**src/rtl/mult_div_unit.sv**
```systemverilog
// mult_div_unit: multi-cycle multiply/divide engine feeding the HI/LO registers.
// Multiply is signed radix-2 Booth; divide is restoring division on magnitudes
// followed by sign correction. Both take WIDTH iterations, one per clock.
// Optional feature macro MDU_UNSIGNED_EN adds the Unsgn port (multu/divu).
module mult_div_unit #(
  parameter int WIDTH = 32
) (
  input  logic             clock,
  input  logic             RESET_in,
  input  logic             MultOp,
  input  logic             DivOp,
  input  logic [WIDTH-1:0] A,
  input  logic [WIDTH-1:0] B,
`ifdef MDU_UNSIGNED_EN
  input  logic             Unsgn,
`endif
  output logic [WIDTH-1:0] HI,
  output logic [WIDTH-1:0] LO,
  output logic             Div0,
  output logic             busy,
  output logic             done
);

  localparam int CW = $clog2(WIDTH + 1);

  typedef enum logic [1:0] {S_IDLE = 2'd0, S_RUN = 2'd1, S_DONE = 2'd2} state_t;

  state_t             state_q, state_d;
  logic [CW-1:0]      cnt_q;
  logic [2*WIDTH:0]   acc_q;      // mul: {hi, lo, q-1}; div: {0, rem, quotient}
  logic [WIDTH-1:0]   m_q;        // multiplicand or divisor magnitude
  logic               op_div_q, sgn_q, neg_quo_q, neg_rem_q;
  logic [WIDTH-1:0]   hi_q, lo_q;
  logic               div0_q, busy_q, done_q;
  logic               busy_d, done_d;

  logic               start_mul_s, start_div_s, div_zero_s, start_s, last_s;
  logic               in_signed_s, a_neg_s, b_neg_s;
  logic [WIDTH-1:0]   a_mag_s, b_mag_s;
  logic [WIDTH:0]     hi_ext_s, m_ext_s, sum_s, shifted_s, diff_s;
  logic               ge_s;
  logic [WIDTH-1:0]   trial_s;
  logic [2*WIDTH:0]   acc_it_s;
  logic [WIDTH-1:0]   res_hi_s, res_lo_s;

  function automatic logic [WIDTH-1:0] neg_fn(input logic [WIDTH-1:0] v);
    return ~v + {{(WIDTH-1){1'b0}}, 1'b1};
  endfunction

`ifdef MDU_UNSIGNED_EN
  assign in_signed_s = ~Unsgn;
`else
  assign in_signed_s = 1'b1;
`endif

  assign start_mul_s = (state_q == S_IDLE) && MultOp;
  assign start_div_s = (state_q == S_IDLE) && !MultOp && DivOp && (B != {WIDTH{1'b0}});
  assign div_zero_s  = (state_q == S_IDLE) && !MultOp && DivOp && (B == {WIDTH{1'b0}});
  assign start_s     = start_mul_s || start_div_s;
  assign last_s      = (state_q == S_RUN) && (cnt_q == CW'(WIDTH - 1));

  assign a_neg_s = in_signed_s & A[WIDTH-1];
  assign b_neg_s = in_signed_s & B[WIDTH-1];
  assign a_mag_s = a_neg_s ? neg_fn(A) : A;
  assign b_mag_s = b_neg_s ? neg_fn(B) : B;

  // State register.
  always_ff @(posedge clock) begin
    if (!RESET_in) begin
      state_q <= S_IDLE;
    end else begin
      state_q <= state_d;
    end
  end

  // Next-state logic: IDLE -> RUN -> DONE -> IDLE; divide-by-zero stays in IDLE.
  always_comb begin
    state_d = state_q;
    case (state_q)
      S_IDLE:  state_d = start_s ? S_RUN : S_IDLE;
      S_RUN:   state_d = last_s ? S_DONE : S_RUN;
      S_DONE:  state_d = S_IDLE;
      default: state_d = S_IDLE;
    endcase
  end

  // Output decode from the next state so busy/done can be registered.
  always_comb begin
    busy_d = 1'b0;
    done_d = 1'b0;
    case (state_d)
      S_RUN:   busy_d = 1'b1;
      S_DONE:  done_d = 1'b1;
      default: begin
        busy_d = 1'b0;
        done_d = 1'b0;
      end
    endcase
  end

  // One iteration of Booth multiply or restoring divide on the accumulator.
  always_comb begin
    hi_ext_s = {sgn_q & acc_q[2*WIDTH], acc_q[2*WIDTH:WIDTH+1]};
    m_ext_s  = {sgn_q & m_q[WIDTH-1], m_q};
    sum_s    = hi_ext_s;
    if (sgn_q) begin
      case (acc_q[1:0])
        2'b01:   sum_s = hi_ext_s + m_ext_s;
        2'b10:   sum_s = hi_ext_s - m_ext_s;
        default: sum_s = hi_ext_s;
      endcase
    end else if (acc_q[1]) begin
      sum_s = hi_ext_s + m_ext_s;
    end else begin
      sum_s = hi_ext_s;
    end
    // Remainder is always below the divisor, so a negative diff means "too big".
    shifted_s = {acc_q[2*WIDTH-1:WIDTH], acc_q[WIDTH-1]};
    diff_s    = shifted_s - {1'b0, m_q};
    ge_s      = ~diff_s[WIDTH];
    trial_s   = ge_s ? diff_s[WIDTH-1:0] : shifted_s[WIDTH-1:0];
    if (op_div_q) begin
      acc_it_s = {1'b0, trial_s, acc_q[WIDTH-2:0], ge_s};
    end else begin
      acc_it_s = {sum_s, acc_q[WIDTH:1]};
    end
  end

  // Final HI/LO values, with sign correction for divide.
  always_comb begin
    if (op_div_q) begin
      res_lo_s = neg_quo_q ? neg_fn(acc_it_s[WIDTH-1:0]) : acc_it_s[WIDTH-1:0];
      res_hi_s = neg_rem_q ? neg_fn(acc_it_s[2*WIDTH-1:WIDTH]) : acc_it_s[2*WIDTH-1:WIDTH];
    end else begin
      res_lo_s = acc_it_s[WIDTH:1];
      res_hi_s = acc_it_s[2*WIDTH:WIDTH+1];
    end
  end

  // Datapath registers: operand latch, iteration, HI/LO load and sticky Div0.
  always_ff @(posedge clock) begin
    if (!RESET_in) begin
      acc_q     <= {(2*WIDTH+1){1'b0}};
      m_q       <= {WIDTH{1'b0}};
      op_div_q  <= 1'b0;
      sgn_q     <= 1'b0;
      neg_quo_q <= 1'b0;
      neg_rem_q <= 1'b0;
      cnt_q     <= {CW{1'b0}};
      hi_q      <= {WIDTH{1'b0}};
      lo_q      <= {WIDTH{1'b0}};
      div0_q    <= 1'b0;
      busy_q    <= 1'b0;
      done_q    <= 1'b0;
    end else begin
      busy_q <= busy_d;
      done_q <= done_d;
      if (start_mul_s) begin
        acc_q    <= {{WIDTH{1'b0}}, B, 1'b0};
        m_q      <= A;
        op_div_q <= 1'b0;
        sgn_q    <= in_signed_s;
      end else if (start_div_s) begin
        acc_q     <= {{(WIDTH+1){1'b0}}, a_mag_s};
        m_q       <= b_mag_s;
        op_div_q  <= 1'b1;
        sgn_q     <= in_signed_s;
        neg_quo_q <= a_neg_s ^ b_neg_s;
        neg_rem_q <= a_neg_s;
      end else if (state_q == S_RUN) begin
        acc_q <= acc_it_s;
      end
      if (start_s) begin
        cnt_q <= {CW{1'b0}};
      end else if (state_q == S_RUN) begin
        cnt_q <= cnt_q + {{(CW-1){1'b0}}, 1'b1};
      end
      if (last_s) begin
        hi_q <= res_hi_s;
        lo_q <= res_lo_s;
      end
      if (start_s) begin
        div0_q <= 1'b0;
      end else if (div_zero_s) begin
        div0_q <= 1'b1;
      end
    end
  end

  assign HI   = hi_q;
  assign LO   = lo_q;
  assign Div0 = div0_q;
  assign busy = busy_q;
  assign done = done_q;

endmodule
```
**config.mk**
```make
export PLATFORM = sky130hd
export DESIGN_NAME = mult_div_unit
export DESIGN_NICKNAME = d
export VERILOG_FILES = /design/src/rtl/mult_div_unit.sv
export SDC_FILE = /design/constraint.sdc
export NUM_CORES = 1
export LEC_CHECK = 0
export ABC_AREA = 1
export CAP_MARGIN = 20
export CELL_PAD_IN_SITES_DETAIL_PLACEMENT = 1
export CELL_PAD_IN_SITES_GLOBAL_PLACEMENT = 1
export CORE_MARGIN = 5
export CORE_UTILIZATION = 30
export CTS_CLUSTER_DIAMETER = 80
export DETAILED_ROUTE_END_ITERATION = 10
export HOLD_SLACK_MARGIN = 0.08
export PLACE_DENSITY = 0.64
export SLEW_MARGIN = 40
export SYNTH_ARGS = -nofsm -noshare
export SYNTH_HDL_FRONTEND = slang
export SYNTH_SLANG_ARGS = --single-unit
```
**constraint.sdc**
```tcl
create_clock -name clock -period 4.6 [get_ports clock]
set_input_delay 0.46 -clock clock [delete_from_list [all_inputs] [get_ports clock]]
set_output_delay 0.46 -clock clock [all_outputs]
set_load 0.02 [all_outputs]
```
# == Yosys cells after proc, flatten, opt, wreduce, memory -nomap -nowiden ==
# Index checks and enable logic that the tools add are counted.
# word_totals
register_bits,176
in_bits,68
output_inout_bits,67
elab_cells,80
# classes
n_addsub,8
eq_ne,6
muxes,23
bitwise_logic,10
n_reduce_logical,18
# op_table
op,count
$mux W32,9
$mux W33,5
$add A32 B1 Y32 const B,4
$not A32 Y32,4
$pmux W33 S2,1
$mux W65,1
$add A33 B33 Y33,1
$sub A33 B32 Y33,1
$sub A33 B33 Y33,1
$logic_not A32 Y1,1
$reduce_bool A32 Y1,1
$add A6 B1 Y6 const B,1
$eq A2 B1 Y1 const B,3
$eq A6 B5 Y1 const B,1
$logic_and A1 B1 Y1,6
$mux W1,5
$eq A2 B2 Y1 const B,2
$pmux W2 S2,1
$reduce_bool A2 Y1,2
$reduce_or A2 Y1,2
$not A1 Y1,3
$reduce_bool A3 Y1,1
$reduce_or A3 Y1,1
$and A1 B1 Y1,2
6 further kinds,6

# == Longest topological paths before layout ==
# logic_depth
depth_word,9
mapped_depth,30
ltp_nobuf,30

# == Worst setup path after synthesis ==
# No wires, ideal clock.
# synth_path
path_type,register to register
startpoint,register acc_q[31]
endpoint,register lo_q[28] (netlist: LO[28])
setup_time_ns,0.132
arrival_time_ns,3.504
required_time_ns,4.468
setup_slack_ns,0.963
path_stages_with_launch,30
path_buffers,0
period_less_slack_ns,3.637
cell_sequence,dfxtp_1 inv_1 ha_1 fa_1 inv_1 nand2_1 nand2_1 nand3_1 nand2_2 nand2_1 nand2_2 nand2_4 nand3_4 nand2_8 nand2_2 nand2_1 inv_1 ha_1 nand3_1 nor2_2 nand4_1 nor2_1 nand3_1 or2_1 o21ai_1 inv_1 a21oi_2 xnor2_1 o211ai_1 a21oi_1
# synth_via
elab_chain_len,7
# synth_rtl
element,line_no,source
"start, declared",30,logic [2*WIDTH:0] acc_q;
"start signal, assigned",143,acc_q <= {(2*WIDTH+1){1'b0}};
"start signal, assigned",159,"acc_q <= {{WIDTH{1'b0}}, B, 1'b0};"
"start signal, assigned",164,"acc_q <= {{(WIDTH+1){1'b0}}, a_mag_s};"
$sub A33 B32 Y33,119,"diff_s = shifted_s - {1'b0, m_q};"
$not A1 Y1,120,ge_s = ~diff_s[WIDTH];
$mux W65,122,if (op_div_q) begin
$not A32 Y32,47,"return ~v + {{(WIDTH-1){1'b0}}, 1'b1};"
$add A32 B1 Y32,47,
$mux W32,132,res_lo_s = neg_quo_q ? neg_fn(acc_it_s[WIDTH-1:0]) : acc_it_s[WIDTH-1:0];
$mux W32,131,if (op_div_q) begin
"end signal, assigned",151,lo_q <= {WIDTH{1'b0}};
"end signal, assigned",180,lo_q <= res_lo_s;
"end, declared",33,"logic [WIDTH-1:0] hi_q, lo_q;"
# Every way passes these cells.
# A chain may end at the register's enable or synchronous reset.

# == Final worst setup path ==
# layout_path
startpoint,register m_q[2]
endpoint,register hi_q[29] (netlist: HI[29])
# layout_via
elab_chain_len,8
elab_cells_between_ends,12
classes_between,add/sub: 4; mux: 7; bitwise: 1
# layout_rtl
element,line_no,source
"start, declared",31,logic [WIDTH-1:0] m_q;
"start signal, assigned",144,m_q <= {WIDTH{1'b0}};
"start signal, assigned",165,m_q <= b_mag_s;
$sub A33 B33 Y33 or $add A33 B33 Y33 (tied branches),"109, 108, 113",
$pmux W33 S2 or $mux W33 (tied branches),"107, 112",
$mux W33,106,if (sgn_q) begin
$mux W65 *,122,
$not A32 Y32,47,
$add A32 B1 Y32,47,
$mux W32,133,res_hi_s = neg_rem_q ? neg_fn(acc_it_s[2*WIDTH-1:WIDTH]) : acc_it_s[2*WIDTH-1:WIDTH];
$mux W32 *,131,
"end signal, assigned",150,hi_q <= {WIDTH{1'b0}};
"end signal, assigned",179,hi_q <= res_hi_s;
"end, declared",33,
# Every way passes the cells marked *; elsewhere a longest branch is shown, timed or not.

==> impl_metrics.prom <==
# TYPE chip_impl_metric gauge
chip_impl_metric{name="power.leakage",unit="nW"} 11.22
chip_impl_metric{name="die_width",unit="µm"} 269.4
chip_impl_metric{name="combinationalPowerShare",unit="%"} 54.2
chip_impl_metric{name="avgRoutedWirePerCell",unit="µm"} 22.48
chip_impl_metric{name="synth-seq-cells",unit=""} 176
chip_impl_info{name="post_synth_main_area_contributors",value="sky130_fd_sc_hd__nand2_1, sky130_fd_sc_hd__dfxtp_1, sky130_fd_sc_hd__inv_1"} 1
chip_impl_metric{name="timing_worst_slew_pin_value",unit="ps"} 876.5
chip_impl_metric{name="area_growth_syn_to_layout",unit="%"} 14.37
chip_impl_metric{name="boundaryPins",unit=""} 135
chip_impl_metric{name="cellInternalPower",unit="W"} 0.003562
chip_impl_metric{name="detailed_place_hpwl",unit="µm"} 83700
chip_impl_metric{name="placed_cells_incl_taps",unit=""} 4520
chip_impl_info{name="holdCritStartpoint",value="LO[19]$_SDFFE_PN0P_"} 1
chip_impl_metric{name="synth.yosys.seq_area_share",unit="%"} 17.45
chip_impl_metric{name="row_count",unit=""} 95
chip_impl_metric{name="setup_viol_count_final",unit=""} 0
chip_impl_metric{name="wl_met1",unit="µm"} 46420
chip_impl_info{name="critical_path.most_common_cell",value="sky130_fd_sc_hd__nand2_1"} 1
chip_impl_info{name="min_path_type",value="reg -> reg"} 1
chip_impl_metric{name="maxSlewHeadroom",unit="%"} 41.57
chip_impl_metric{name="antenna_cells_inserted",unit=""} 0
chip_impl_metric{name="final.min_clock_period",unit="ps"} 4252
chip_impl_metric{name="sequentialPowerShare",unit="%"} 23.3
chip_impl_info{name="most_used_dff_post_synth",value="sky130_fd_sc_hd__dfxtp_1"} 1
chip_impl_metric{name="number_of_distinct_standard_cells_referenced_by_the_synthesized_netlist",unit=""} 61
chip_impl_info{name="status",value="finished, final reports clean"} 1
chip_impl_metric{name="drive_gt1_share",unit="%"} 6.004
chip_impl_metric{name="gp_congestion",unit=""} 0.9779
chip_impl_metric{name="p_clk_share",unit="%"} 22.5
chip_impl_metric{name="maxClockFrequency",unit="MHz"} 235.2
chip_impl_metric{name="post_layout_nonfiller_instances",unit=""} 4554
chip_impl_metric{name="worstPathMaxFanout",unit=""} 8
chip_impl_metric{name="met2WireLength",unit="µm"} 47230
chip_impl_metric{name="drt_drc_violations_left",unit=""} 0
chip_impl_metric{name="post-synth-top-area-fraction",unit="%"} 20.09
chip_impl_metric{name="hold_path_depth",unit=""} 2
chip_impl_metric{name="cp.required",unit="ps"} 5020
chip_impl_metric{name="numClockSinks",unit=""} 176
chip_impl_info{name="rsz_0062_raised_after_global_routing",value="no"} 1
chip_impl_metric{name="largest_voltage_drop_on_the_vdd_net",unit="V"} 0.0002554
chip_impl_info{name="r2r_start",value="m_q[2]$_SDFFE_PN0N_"} 1
chip_impl_metric{name="clkTransAtPathRegs",unit="ps"} 90
chip_impl_metric{name="start_util",unit="%"} 30.17
chip_impl_metric{name="hold_viol",unit=""} 0
chip_impl_metric{name="netlist_area_before_placement",unit="µm²"} 20190
chip_impl_metric{name="drt-total-wl",unit="µm"} 102400
chip_impl_metric{name="synth-edff-count",unit=""} 0
chip_impl_metric{name="die_h",unit="µm"} 269.4
chip_impl_info{name="highest_routed_layer",value="met5"} 1
chip_impl_metric{name="critical-path-max-stage-delay",unit="ps"} 520
chip_impl_info{name="post-synth-top-area-cell",value="sky130_fd_sc_hd__nand2_1"} 1
chip_impl_metric{name="final_count_of_pins_violating_max_slew",unit=""} 0
chip_impl_metric{name="filler_cell_count",unit=""} 9120
chip_impl_metric{name="drt-vias-per-instance",unit=""} 5.331
chip_impl_metric{name="final_net_count",unit=""} 3842
chip_impl_metric{name="gr-usage-all-layers",unit="%"} 27.17
chip_impl_metric{name="drtAntennaViolNets",unit=""} 0
chip_impl_info{name="synth_most_common_cell",value="sky130_fd_sc_hd__nand2_1"} 1
chip_impl_metric{name="cap_violations",unit=""} 0
chip_impl_metric{name="met3_wirelength",unit="µm"} 5913
chip_impl_metric{name="synth-async-reset-ratio",unit="%"} 0
chip_impl_metric{name="grt_antenna_before_repair",unit=""} 1
chip_impl_info{name="critical-path-slowest-cell",value="sky130_fd_sc_hd__ha_1"} 1
chip_impl_metric{name="pwr_density_cell",unit="nW/µm²"} 315.0
chip_impl_metric{name="syn_inst",unit=""} 3604
chip_impl_metric{name="min_period_over_period",unit="%"} 92.43
chip_impl_info{name="synth.cells.most_frequent",value="sky130_fd_sc_hd__nand2_1, sky130_fd_sc_hd__inv_1, sky130_fd_sc_hd__nor2_1, sky130_fd_sc_hd__a21oi_1, sky130_fd_sc_hd__nand3_1"} 1
chip_impl_metric{name="cts.path.max_buffers",unit=""} 2
chip_impl_metric{name="avgSynthCellArea",unit="µm²"} 5.603
chip_impl_metric{name="power.share.switching",unit="%"} 51.04
chip_impl_info{name="critPathLaunchType",value="flip-flop"} 1
chip_impl_metric{name="coreArea",unit="µm²"} 66920
chip_impl_info{name="endpoint_kind",value="flip-flop"} 1
chip_impl_info{name="worst_r2r_endpoint",value="HI[29]$_SDFFE_PN0P_"} 1
chip_impl_metric{name="syn-num-nets",unit=""} 3778
chip_impl_metric{name="dieArea",unit="µm²"} 72600
chip_impl_info{name="min_delay_worst_endpoint",value="LO[19]$_SDFFE_PN0P_"} 1
chip_impl_metric{name="worstSkewPairLatency",unit="ps"} 490
chip_impl_metric{name="grt_start_max_net_pins",unit=""} 67
chip_impl_info{name="critPathKind",value="reg -> reg"} 1
chip_impl_metric{name="global_route_wire_length_before_repair",unit="µm"} 152400
chip_impl_metric{name="cts.htree.levels",unit=""} 4
chip_impl_metric{name="yosysWarningCount",unit=""} 0
chip_impl_metric{name="vias",unit=""} 24280
chip_impl_metric{name="reg2reg_depth",unit=""} 27
chip_impl_metric{name="globalRoute.totalOverflow",unit=""} 0
chip_impl_metric{name="timing.critical_path.arrival",unit="ps"} 4680
chip_impl_metric{name="drtIter0Drc",unit=""} 1718
chip_impl_metric{name="cts_inserted_buffers",unit=""} 17
chip_impl_info{name="worst_setup_path_startpoint",value="m_q[2]$_SDFFE_PN0N_"} 1
chip_impl_metric{name="port_bufs",unit=""} 134
chip_impl_metric{name="vias_in_the_first_global_route",unit=""} 23850
chip_impl_metric{name="fin_tns_setup",unit="ps"} 0
chip_impl_metric{name="regToRegSetupSlack",unit="ps"} 350
chip_impl_metric{name="drtPass1Iterations",unit=""} 5
chip_impl_metric{name="fin_skew",unit="ps"} 22.17
chip_impl_info{name="clockRootBuffer",value="sky130_fd_sc_hd__clkbuf_16"} 1
chip_impl_info{name="tritoncts_clock_tree",value="yes"} 1
chip_impl_metric{name="net_switching_power",unit="W"} 0.003713
-- power by group through the flow --
stage	Combinational (W)	Clock (W)	Sequential, W
2_1_floorplan	0.00251	0	0.00170
3_3_place_gp	0.00384	0	0.00173
3_5_place_dp	0.00385	0	0.00173
4_1_cts	0.00387	0.00166	0.00170
5_1_grt	0.00429	0.00172	0.00171
6_report	0.00394	0.00163	0.00170
-- worst max-delay path by stage --
| stage | slack (ps) | to |
|---|---|---|
| after floorplan | 960 | LO[28]$_SDFFE_PN0P_ |
| after global placement | 430 | LO[28]$_SDFFE_PN0P_ |
| after detailed placement | 320 | LO[26]$_SDFFE_PN0P_ |
| after CTS | 300 | LO[26]$_SDFFE_PN0P_ |
| after global routing | 20 | LO[30]$_SDFFE_PN0P_ |
| final | 350 | HI[29]$_SDFFE_PN0P_ |
-- placed cells by master (no fill, tap or decap), drive strengths merged, types with 4 or more instances in the layout --
cell           count
ha               103
o21ai            221
a211oi             7
o221ai             4
xnor2             35
clkdlybuf4s50    133
a22oi             12
nand3            272
xor2              72
or2               13
inv              535
dfxtp            176
nor3              32
a21oi            301
and2              10
nand2           1120
nor2             335
buf               68
o21bai             8
a31oi             37
nand4             44
clkbuf            17
o211ai            35
nor4               9
clkinv             7
o22ai             33
nand3b            11
-- worst max-delay path: cells and delay by family, from the launching register on --
kind | cells | cell delay, ps
compound gates | 1 | 120
fa+ha+maj | 1 | 520
buf+inv | 3 | 300
flops | 1 | 340
simple gates | 22 | 2890
-- layout make-up --
class | count | area [µm²] | area share (%)
clock buffer | 17 | 425.4 | 1.842
clock inverter | 15 | 188.9 | 0.8181
inverter | 530 | 1997 | 8.647
multi-input combinational | 2742 | 14000 | 60.62
sequential | 176 | 3527 | 15.27
tap | 873 | 1092 | 4.730
timing repair buffer | 201 | 1864 | 8.072
-- repair_timing --
| item | in CTS | in global routing |
|---|---|---|
| buffers inserted | 0 | 2 |
| hold endpoints to repair | 0 | 0 |
| resized for setup | 0 | 1 |
| endpoints found under the setup margin | 0 | 3 |
| hold buffers | 0 | 0 |
-- cell families (layout without fill, tap and decap cells) --
family,Yosys count,in the layout,share of synthesized area (%)
XOR/XNOR,107,107,4.641
AO/OA/AOI/OAI,677,677,18.84
adder cells (fa/ha/maj),106,106,6.680
flip-flops,176,176,17.45
buffers and inverters,686,763,13.27
AND/OR/NAND/NOR,1852,1852,39.12
-- sequential cells by signal, summed over array words and instances (netlist names), 2 cells and up --
signal / count
HI: 32
state_q: 2
LO: 32
m_q: 32
acc_q: 65
cnt_q: 6
-- layer usage --
metal | GRT usage (%) | vias up
li1 | - | 11690
met1 | 36.43 | 11790
met2 | 45.61 | 673
met3 | 3.885 | 126
met4 | 7.763 | 2
met5 | 0 | -
-- metrics by stage --
step	instance area [µm²]	total power (W)	util (%)	hold slack, ps	setup slack, ps
floorplan	20190	0.004206	-	455.9	963.3
global placement	22460	0.005567	33.56	457.4	433.6
detailed placement	22460	0.005582	33.56	454.6	317.4
CTS	23070	0.007234	34.48	468.0	302.8
global route	23090	0.007719	34.51	487.3	15.50
finish	23090	0.007275	34.51	466.1	348.2
(Power assumes the default switching activity.)
